File: config.mk
export PLATFORM = sky130hd
export DESIGN_NAME = axis_packet_arbiter
export DESIGN_NICKNAME = d
export VERILOG_FILES = /design/src/rtl/axis_arb_pkg.sv /design/src/rtl/axis_rr_pick.sv /design/src/rtl/axis_packet_arbiter.sv
export SDC_FILE = /design/constraint.sdc
export NUM_CORES = 1
export LEC_CHECK = 0
export BUFFER_PORTS_ARGS = -buffer_cell sky130_fd_sc_hd__buf_2
export CORE_MARGIN = 8
export CORE_UTILIZATION = 30
export DETAILED_ROUTE_END_ITERATION = 6
export GPL_ROUTABILITY_DRIVEN = 0
export HOLD_SLACK_MARGIN = 0.03
export PLACE_DENSITY = 0.74
export SYNTH_ARGS = -nofsm -noshare
export SYNTH_HDL_FRONTEND = slang
export SYNTH_HIERARCHICAL = 1
export SYNTH_SLANG_ARGS = --single-unit
File: constraint.sdc
create_clock -name ACLK -period 1.7 [get_ports ACLK]
set_input_delay 0.17 -clock ACLK [delete_from_list [all_inputs] [get_ports ACLK]]
set_output_delay 0.17 -clock ACLK [all_outputs]
set_load 0.01 [all_outputs]
File: src/rtl/axis_arb_pkg.sv
// Shared types and constants for the AXI4-Stream packet arbiter.
package axis_arb_pkg;

    localparam int MAX_PORTS  = 8;
    localparam int PORT_IDX_W = $clog2(MAX_PORTS);

    typedef logic [PORT_IDX_W-1:0] port_idx_t;

    typedef logic [0:0] arb_state_t;
    localparam arb_state_t ST_IDLE   = 1'b0;
    localparam arb_state_t ST_LOCKED = 1'b1;

endpackage

File: src/rtl/axis_rr_pick.sv
// Combinational round-robin picker: first requester strictly after ptr, wrapping to port 0.
module axis_rr_pick
    import axis_arb_pkg::*;
#(
    parameter int NUM_PORTS = 4
) (
    input  logic [NUM_PORTS-1:0] req,
    input  port_idx_t            ptr,
    output logic [NUM_PORTS-1:0] grant_oh,
    output port_idx_t            grant_idx,
    output logic                 grant_vld
);

    always_comb begin
        grant_oh  = '0;
        grant_idx = '0;
        grant_vld = 1'b0;
        // Ports above the pointer win first; the second pass covers the wrap.
        for (int p = 0; p < NUM_PORTS; p++) begin
            if (!grant_vld && req[p] && (port_idx_t'(p) > ptr)) begin
                grant_oh[p] = 1'b1;
                grant_idx   = port_idx_t'(p);
                grant_vld   = 1'b1;
            end
        end
        for (int p = 0; p < NUM_PORTS; p++) begin
            if (!grant_vld && req[p]) begin
                grant_oh[p] = 1'b1;
                grant_idx   = port_idx_t'(p);
                grant_vld   = 1'b1;
            end
        end
    end

endmodule

File: src/rtl/axis_packet_arbiter.sv
// Packet-granular round-robin arbiter merging NUM_PORTS AXI4-Stream requesters
// onto one stream through a single output register slice.
module axis_packet_arbiter
    import axis_arb_pkg::*;
#(
    parameter int NUM_PORTS      = 4,
    parameter int DATA_BUS_WIDTH = 32,
    parameter int USER_BUS_WIDTH = 8
) (
    input  logic                                  ACLK,
    input  logic                                  ARESETn,
    input  logic [NUM_PORTS-1:0]                  CFG_PORT_EN,
    input  logic [NUM_PORTS-1:0]                  S_TVALID,
    output logic [NUM_PORTS-1:0]                  S_TREADY,
    input  logic [NUM_PORTS*DATA_BUS_WIDTH-1:0]   S_TDATA,
    input  logic [NUM_PORTS*DATA_BUS_WIDTH/8-1:0] S_TKEEP,
    input  logic [NUM_PORTS-1:0]                  S_TLAST,
    input  logic [NUM_PORTS*USER_BUS_WIDTH-1:0]   S_TUSER,
    output logic                                  M_TVALID,
    input  logic                                  M_TREADY,
    output logic [DATA_BUS_WIDTH-1:0]             M_TDATA,
    output logic [DATA_BUS_WIDTH/8-1:0]           M_TKEEP,
    output logic                                  M_TLAST,
    output logic [USER_BUS_WIDTH-1:0]             M_TUSER,
    output logic [2:0]                            M_TID,
    output logic                                  BUSY
);

    localparam int KEEP_W = DATA_BUS_WIDTH / 8;

    arb_state_t               state_q, state_d;
    port_idx_t                ptr_q, ptr_d;
    port_idx_t                grant_q, grant_d;
    logic [NUM_PORTS-1:0]     grant_oh_q, grant_oh_d;
    logic                     arb_en_q, arb_en_d;

    logic                      m_tvalid_q, m_tvalid_d;
    logic [DATA_BUS_WIDTH-1:0] m_tdata_q, m_tdata_d;
    logic [KEEP_W-1:0]         m_tkeep_q, m_tkeep_d;
    logic                      m_tlast_q, m_tlast_d;
    logic [USER_BUS_WIDTH-1:0] m_tuser_q, m_tuser_d;
    port_idx_t                 m_tid_q, m_tid_d;

    logic [NUM_PORTS-1:0]      req;
    logic [NUM_PORTS-1:0]      pick_oh;
    port_idx_t                 pick_idx;
    logic                      pick_vld;

    logic                      sel_valid;
    logic [DATA_BUS_WIDTH-1:0] sel_data;
    logic [KEEP_W-1:0]         sel_keep;
    logic                      sel_last;
    logic [USER_BUS_WIDTH-1:0] sel_user;

    logic                      locked;
    logic                      out_ready;
    logic                      accept;

    // The enable mask only gates new requests, so a granted packet always completes.
    assign req = S_TVALID & CFG_PORT_EN;

    axis_rr_pick #(
        .NUM_PORTS (NUM_PORTS)
    ) u_rr_pick (
        .req       (req),
        .ptr       (ptr_q),
        .grant_oh  (pick_oh),
        .grant_idx (pick_idx),
        .grant_vld (pick_vld)
    );

    always_comb begin
        sel_valid = 1'b0;
        sel_data  = '0;
        sel_keep  = '0;
        sel_last  = 1'b0;
        sel_user  = '0;
        for (int p = 0; p < NUM_PORTS; p++) begin
            if (grant_oh_q[p]) begin
                sel_valid = S_TVALID[p];
                sel_data  = S_TDATA[p*DATA_BUS_WIDTH +: DATA_BUS_WIDTH];
                sel_keep  = S_TKEEP[p*KEEP_W +: KEEP_W];
                sel_last  = S_TLAST[p];
                sel_user  = S_TUSER[p*USER_BUS_WIDTH +: USER_BUS_WIDTH];
            end
        end
    end

    assign locked    = (state_q == ST_LOCKED);
    assign out_ready = !m_tvalid_q || M_TREADY;
    assign accept    = locked && sel_valid && out_ready;
    assign S_TREADY  = locked ? (grant_oh_q & {NUM_PORTS{out_ready}}) : '0;

    always_comb begin
        state_d    = state_q;
        ptr_d      = ptr_q;
        grant_d    = grant_q;
        grant_oh_d = grant_oh_q;
        arb_en_d   = 1'b1;
        if (state_q == ST_IDLE) begin
            // arb_en_q holds off the first grant until one edge after reset release.
            if (arb_en_q && pick_vld) begin
                grant_d    = pick_idx;
                grant_oh_d = pick_oh;
                state_d    = ST_LOCKED;
            end
        end else if (accept && sel_last) begin
            ptr_d   = grant_q;
            state_d = ST_IDLE;
        end
    end

    always_comb begin
        m_tvalid_d = m_tvalid_q;
        m_tdata_d  = m_tdata_q;
        m_tkeep_d  = m_tkeep_q;
        m_tlast_d  = m_tlast_q;
        m_tuser_d  = m_tuser_q;
        m_tid_d    = m_tid_q;
        if (out_ready) begin
            m_tvalid_d = accept;
            if (accept) begin
                m_tdata_d = sel_data;
                m_tkeep_d = sel_keep;
                m_tlast_d = sel_last;
                m_tuser_d = sel_user;
                m_tid_d   = grant_q;
            end
        end
    end

    always_ff @(posedge ACLK or negedge ARESETn) begin
        if (!ARESETn) begin
            state_q    <= ST_IDLE;
            ptr_q      <= port_idx_t'(NUM_PORTS - 1);
            grant_q    <= '0;
            grant_oh_q <= '0;
            arb_en_q   <= 1'b0;
            m_tvalid_q <= 1'b0;
            m_tdata_q  <= '0;
            m_tkeep_q  <= '0;
            m_tlast_q  <= 1'b0;
            m_tuser_q  <= '0;
            m_tid_q    <= '0;
        end else begin
            state_q    <= state_d;
            ptr_q      <= ptr_d;
            grant_q    <= grant_d;
            grant_oh_q <= grant_oh_d;
            arb_en_q   <= arb_en_d;
            m_tvalid_q <= m_tvalid_d;
            m_tdata_q  <= m_tdata_d;
            m_tkeep_q  <= m_tkeep_d;
            m_tlast_q  <= m_tlast_d;
            m_tuser_q  <= m_tuser_d;
            m_tid_q    <= m_tid_d;
        end
    end

    assign M_TVALID = m_tvalid_q;
    assign M_TDATA  = m_tdata_q;
    assign M_TKEEP  = m_tkeep_q;
    assign M_TLAST  = m_tlast_q;
    assign M_TUSER  = m_tuser_q;
    assign M_TID    = m_tid_q;
    assign BUSY     = locked;

endmodule

== Word-level counts from Yosys, hierarchy flattened ==
Index checks and enable logic that the tools add are counted.

* Register bits after elaboration: 61
* Bits of input ports: 191
* Output and inout port bits: 54
* Word-level logic and storage cells: 91

* Order comparisons: 4
* Mux-type cells: 46
* Bitwise logic cells: 3
* Reductions and logical operators: 27

{| class="wikitable"
|+ Operators by type and width
! kind !! count
|-
| 32-bit two-way mux || 4
|-
| 8-bit two-way mux || 4
|-
| 1-bit two-way mux || 27
|-
| 4-bit two-way mux || 5
|-
| 1-bit logical AND || 15
|-
| 2-bit two-way mux || 6
|-
| 4-bit bitwise AND || 2
|-
| 1-bit logical NOT || 8
|-
| 1-bit by 3-bit greater-than comparator with 1-bit output (first input constant) || 2
|-
| 2-bit by 3-bit greater-than comparator with 1-bit output (first input constant) || 2
|-
| 2-bit AND reduction || 3
|-
| 1-bit logical OR || 1
|-
| 1-bit NOT || 1
|}

== Depth between registers and ports, before layout ==
* Word-level depth: 30
* Depth in mapped cells: 7
* Gate-level depth less buffers: 6

== Modules after synthesis ==
The synthesis kept the hierarchy.

{| class="wikitable"
|+ Modules (own cells, without submodules)
! module !! times used !! cells an instance !! area an instance (um^2) !! seq. area each (um^2)
|-
| axis_packet_arbiter || 1 || 365 || 3754.9 || 1529.0
|-
| axis_rr_pick || 1 || 30 || 180.2 || 0.0
|}

== Worst setup path before layout ==
No wires, ideal clock.

* Path kind: register -> register
* Start point: register state_q, in the netlist BUSY
* End point: register m_tdata_q[0], in the netlist M_TDATA[0]
* Library setup time: 0.127 ns
* Arrival: 1.564 ns
* Data required time: 1.573 ns
* Path slack: 0.008 ns
* Stages on the path, launching flop included: 7
* Path buffers: 2
* Clock period less this slack: 1.692 ns
* Cells stage by stage: dfrtp_1 -> inv_1 -> a221oi_2 -> and3_4 -> buf_6 -> buf_6 -> mux2_1

* Cells in the longest elaborated chain, start to end: 3

{| class="wikitable"
|+ Ends and longest elaborated chain
! element !! RTL line !! source
|-
| start, declared || axis_packet_arbiter.sv:31 || <nowiki>arb_state_t state_q, state_d;</nowiki>
|-
| start signal, assigned || axis_packet_arbiter.sv:146 || <nowiki>state_q <= state_d;</nowiki>
|-
| 1-bit logical AND (2 in series) || axis_packet_arbiter.sv:91 || <nowiki>assign accept = locked && sel_valid && out_ready;</nowiki>
|-
| 2-bit AND reduction (no line) || -- ||
|-
| end signal, assigned || axis_packet_arbiter.sv:152 || <nowiki>m_tdata_q <= m_tdata_d;</nowiki>
|-
| end, declared || axis_packet_arbiter.sv:38 || <nowiki>logic [DATA_BUS_WIDTH-1:0] m_tdata_q, m_tdata_d;</nowiki>
|}

No other way between the ends.
A chain may end at the register's enable or synchronous reset.

== Final worst setup path ==
* Start point: register grant_oh_q[2]
* End point: register ptr_q[1]

* Cells in the longest elaborated chain, start to end: 6
* Elaborated cells between the ends (all ways): 8
* Classes of those cells: mux (4); reduce/logical (4)

{| class="wikitable"
|+ Ends and longest elaborated chain
! element !! RTL line !! source
|-
| start, declared || axis_packet_arbiter.sv:34 || <nowiki>logic [NUM_PORTS-1:0] grant_oh_q, grant_oh_d;</nowiki>
|-
| start signal, assigned || axis_packet_arbiter.sv:149 || <nowiki>grant_oh_q <= grant_oh_d;</nowiki>
|-
| 1-bit two-way mux (2 in series) || axis_packet_arbiter.sv:79 || <nowiki>if (grant_oh_q[p]) begin</nowiki>
|-
| 1-bit logical AND (2 in series) || axis_packet_arbiter.sv:91 ||
|-
| 1-bit logical AND (*) || axis_packet_arbiter.sv:107 || <nowiki>end else if (accept && sel_last) begin</nowiki>
|-
| 2-bit AND reduction (no line) (*) || -- ||
|-
| end signal, assigned || axis_packet_arbiter.sv:135 || <nowiki>ptr_q <= port_idx_t'(NUM_PORTS - 1);</nowiki>
|-
| end signal, assigned || axis_packet_arbiter.sv:147 || <nowiki>ptr_q <= ptr_d;</nowiki>
|-
| end, declared || axis_packet_arbiter.sv:32 || <nowiki>port_idx_t ptr_q, ptr_d;</nowiki>
|}

Mark *: on every way between the ends. The rest lies on a longest branch, timed or not.

==> results.md <==
- Outcome: complete, but fails checks
- Failing checks: setup timing
- CP max-delay cell: dfrtp_2
- Most Crowded Layer GR: met2
- NumNets Final: 834
- Crit path time final: about 1.7 ns
- Critical-path cell list: buf_4 > a21oi_1 > a221oi_2 > o2111ai_1 > mux2_2
- Syn nets: 586
- DRC: 0
- Drt first pass iters: 5
- Placed Cells: 798
- Clk sinks: 61
- Initial Util: about 30%
- R2R setup slack: -0.03 ns
- Cell Pwr Density: 612 nW/µm²
- Worst-Margin Slew: around 0.54 ns
- Number of top-level pins: roughly 250
- Drt wl/cell: 18.0 µm
- Chip Width: 131 µm
- DP Wirelength: 10.5 mm
- Layout cells sized above 1: 54.3%
- Final Setup Violations: 23
- Antenna violations before repair: 0
- Setup ws final: -0.0292 ns
- Crit Path Category: reg2reg
- Met3 usage: roughly 4.3%
- Endpoint class of the critical path: flop
- Post-layout util: 44.9%
- Fin. max-slew vios: 0
- GR Layer Usage met1: between 15 and 20%
- Synth Instances: approximately 400
- Core region area: 13000 µm²
- Pre-CTS setup slack: -0.362 ns
- Num CTS Buffers: 9
- M2 GR Usage: 27.8%
- Synth unique cells: 38
- Worst vdd ir: approximately 340 µV
- Synthesized area per cell: ~10 µm²
- Total routed wirelength: 14.8 mm
- Post-route ant nets: 0
- Data required time of the worst path: approximately 2 ns
- Setup Skew: 0.00840 ns
- Max-cap violations: 0
- H-tree depth: 3
- Deepest clock path buffer count: 2
- Hold Vio Cnt, Final: 0
- Fmax: 0.578 GHz
- Synthesized area: roughly 4000 µm²
- Total die area: around 17000 µm²
- HP Class: in2reg
- Synth async-reset ratio: 100%
- TritonCTS clock tree: done
- Clock latency on the worst-skew pair: about 0.33 ns
- Crit share post-route: 102%
- GRT Overall Usage: around 17%
- Clock-pin slew on the worst setup and hold paths: 0.05 ns
- Fill cell count: around 1300
- Largest net degree at the start of global routing: between 60 and 70
- Yosys warns: 6
- EDFF count, synth: 0
- Area growth from synthesis to layout: 48.6%
- Number of global-route vias before repair: slightly above 4000
- Yosys reg bits: just over 60
- Lkg Pwr: between 2 and 3 nW
- Total gr overflow: 0
- CP Buf/Inv Count: 1
- Worst Setup Start Kind: flop
- Non-Filler Instances: ~820
- Sequential element share of the synthesized area: a little under 40%
- DR vias: roughly 4100
- Max-slew headroom: roughly 64%
- Global-route wire length before repair: between 20 and 25 mm
- Die height: about 130 µm
- Vias per cell: ~5.0
- ANT cells: 0
- Main synth FF type: dfrtp_1
- CP peak stage delay: about 0.46 ns
- RSZ-0062 raised after global routing: true
- Drt initial violations: ~330
- Number of port buffers: ~240
- Cell family with most CP delay: compound AO/OA/AOI/OAI gates
- CP arrival: 1.99 ns
- Num rows: between 40 and 50
- Root buf cell: clkbuf_16
- Max FO, Critical Path: 5
-- layout by cell type (no fill, tap or decap), types with 2 or more instances in the layout --
master and count:
conb_1 2, and3_1 4, nand2b_1 4, clkbuf_8 2, clkbuf_1 4, dfrtp_1 56, mux2_2 37, a21oi_1 8
inv_1 10, nor2b_1 42, nor2b_4 4, dfstp_2 2, o2111ai_1 2, buf_4 19, o21ai_0 4, o21ai_1 2
and2_1 5, clkbuf_16 9, buf_12 5, a22o_1 2, dfrtp_2 3, buf_2 244, a221oi_2 6, o31ai_1 43
nand2_1 47, nor2_1 7, mux2_1 7, mux2_4 13, a221oi_1 39
-- through the flow --
stage               total power, mW  TNS (ns)  cell area [µm²]  hold slack [ns]
floorplan                      1.52         0             3940           -0.126
global placement               1.77     -9.97             5410            0.210
detailed placement             1.77    -11.44             5410            0.212
CTS                            3.64    -0.299             5820            0.147
global route                   3.73     -2.86             5850            0.178
finish                         3.58    -0.247             5850            0.160
-- final cells by class --
type,count,area (µm²),share of cell area [%]
clock inverter,1,30.0,0.513
sequential,61,1530,26.2
multi-input combinational,291,2270,38.9
tap,176,220,3.77
timing repair buffer,270,1490,25.4
inverter,10,37.5,0.642
clock buffer,15,268,4.58
-- cell usage after synthesis, types with 4 or more instances --
cell type / number / area [µm²]
mux2_2: 38 / 428
a21oi_1: 8 / 40.0
nor2_1: 7 / 26.3
a221oi_1: 43 / 377
buf_4: 4 / 30.0
inv_1: 10 / 37.5
nor2b_1: 43 / 269
clkbuf_1: 24 / 90.1
nand2_1: 47 / 176
and2_1: 5 / 31.3
dfrtp_1: 59 / 1480
buf_2: 6 / 30.0
o31ai_1: 43 / 323
o21ai_0: 4 / 20.0
and3_1: 4 / 25.0
mux2_4: 10 / 150
mux2_1: 9 / 101
nand2b_1: 4 / 25.0
-- final timing paths --
| check | start | to | cells after the start |
|---|---|---|---|
| max | grant_oh_q[2]$_DFFE_PN0P_ | ptr_q[1]$_DFFE_PN1P_ | 5 |
| min | S_TKEEP[12] | M_TKEEP[0]$_DFFE_PN0P_ | 4 |
| max reg2reg | grant_oh_q[2]$_DFFE_PN0P_ | ptr_q[1]$_DFFE_PN1P_ | 5 |
| min reg2reg | M_TDATA[2]$_DFFE_PN0P_ | M_TDATA[2]$_DFFE_PN0P_ | 1 |
| max in group asynchronous | ARESETn | ptr_q[1]$_DFFE_PN1P_ | 3 |
| min in group asynchronous | ARESETn | M_TKEEP[3]$_DFFE_PN0P_ | 3 |
-- flip-flops by register name, indices dropped and copies added (netlist names) --
| register | flops |
|---|---|
| M_TDATA | 32 |
| M_TUSER | 8 |
| M_TKEEP | 4 |
| grant_oh_q | 4 |
| M_TID | 3 |
| grant_q | 3 |
| ptr_q | 3 |
| BUSY | 1 |
| M_TLAST | 1 |
| M_TVALID | 1 |
| arb_en_q | 1 |
-- worst reg2reg max path: stages (launching register included) --
cell and delay (ns):
dfrtp_2 0.46, buf_4 0.17, a21oi_1 0.15, a221oi_2 0.09, o2111ai_1 0.39, mux2_2 0.39
-- report_power, final --
part	switching, mW	internal (mW)	total (mW)
logic	0.124	0.172	0.296
clock network	0.613	1.22	1.83
registers	0.000412	1.46	1.46
-- logic make-up after synthesis --
kind of cell	Yosys count	share of synthesized area, %
other	2	0.191
AO/OA/AOI/OAI	113	23.0
flip-flops	61	38.9
multiplexers	57	17.3
buffers and inverters	47	5.72
AND/OR/NAND/NOR	115	15.0
-- repair_timing --
action                     4_1_cts  5_1_grt
cloned                           3        1
pin swaps                        0        3
setup endpoints to repair       50       50
hold buffers                     1        0
gates resized for setup          7        4
buffers inserted                 5        0
hold endpoints to repair        59        0
-- metal layers --
layer	share of wire (%)	up-vias
met4	2.4	0
met2	49	193
li1	-	1978
met3	9.4	24
met5	0	-
met1	39	1938
Power figures use the tool's default switching activity.
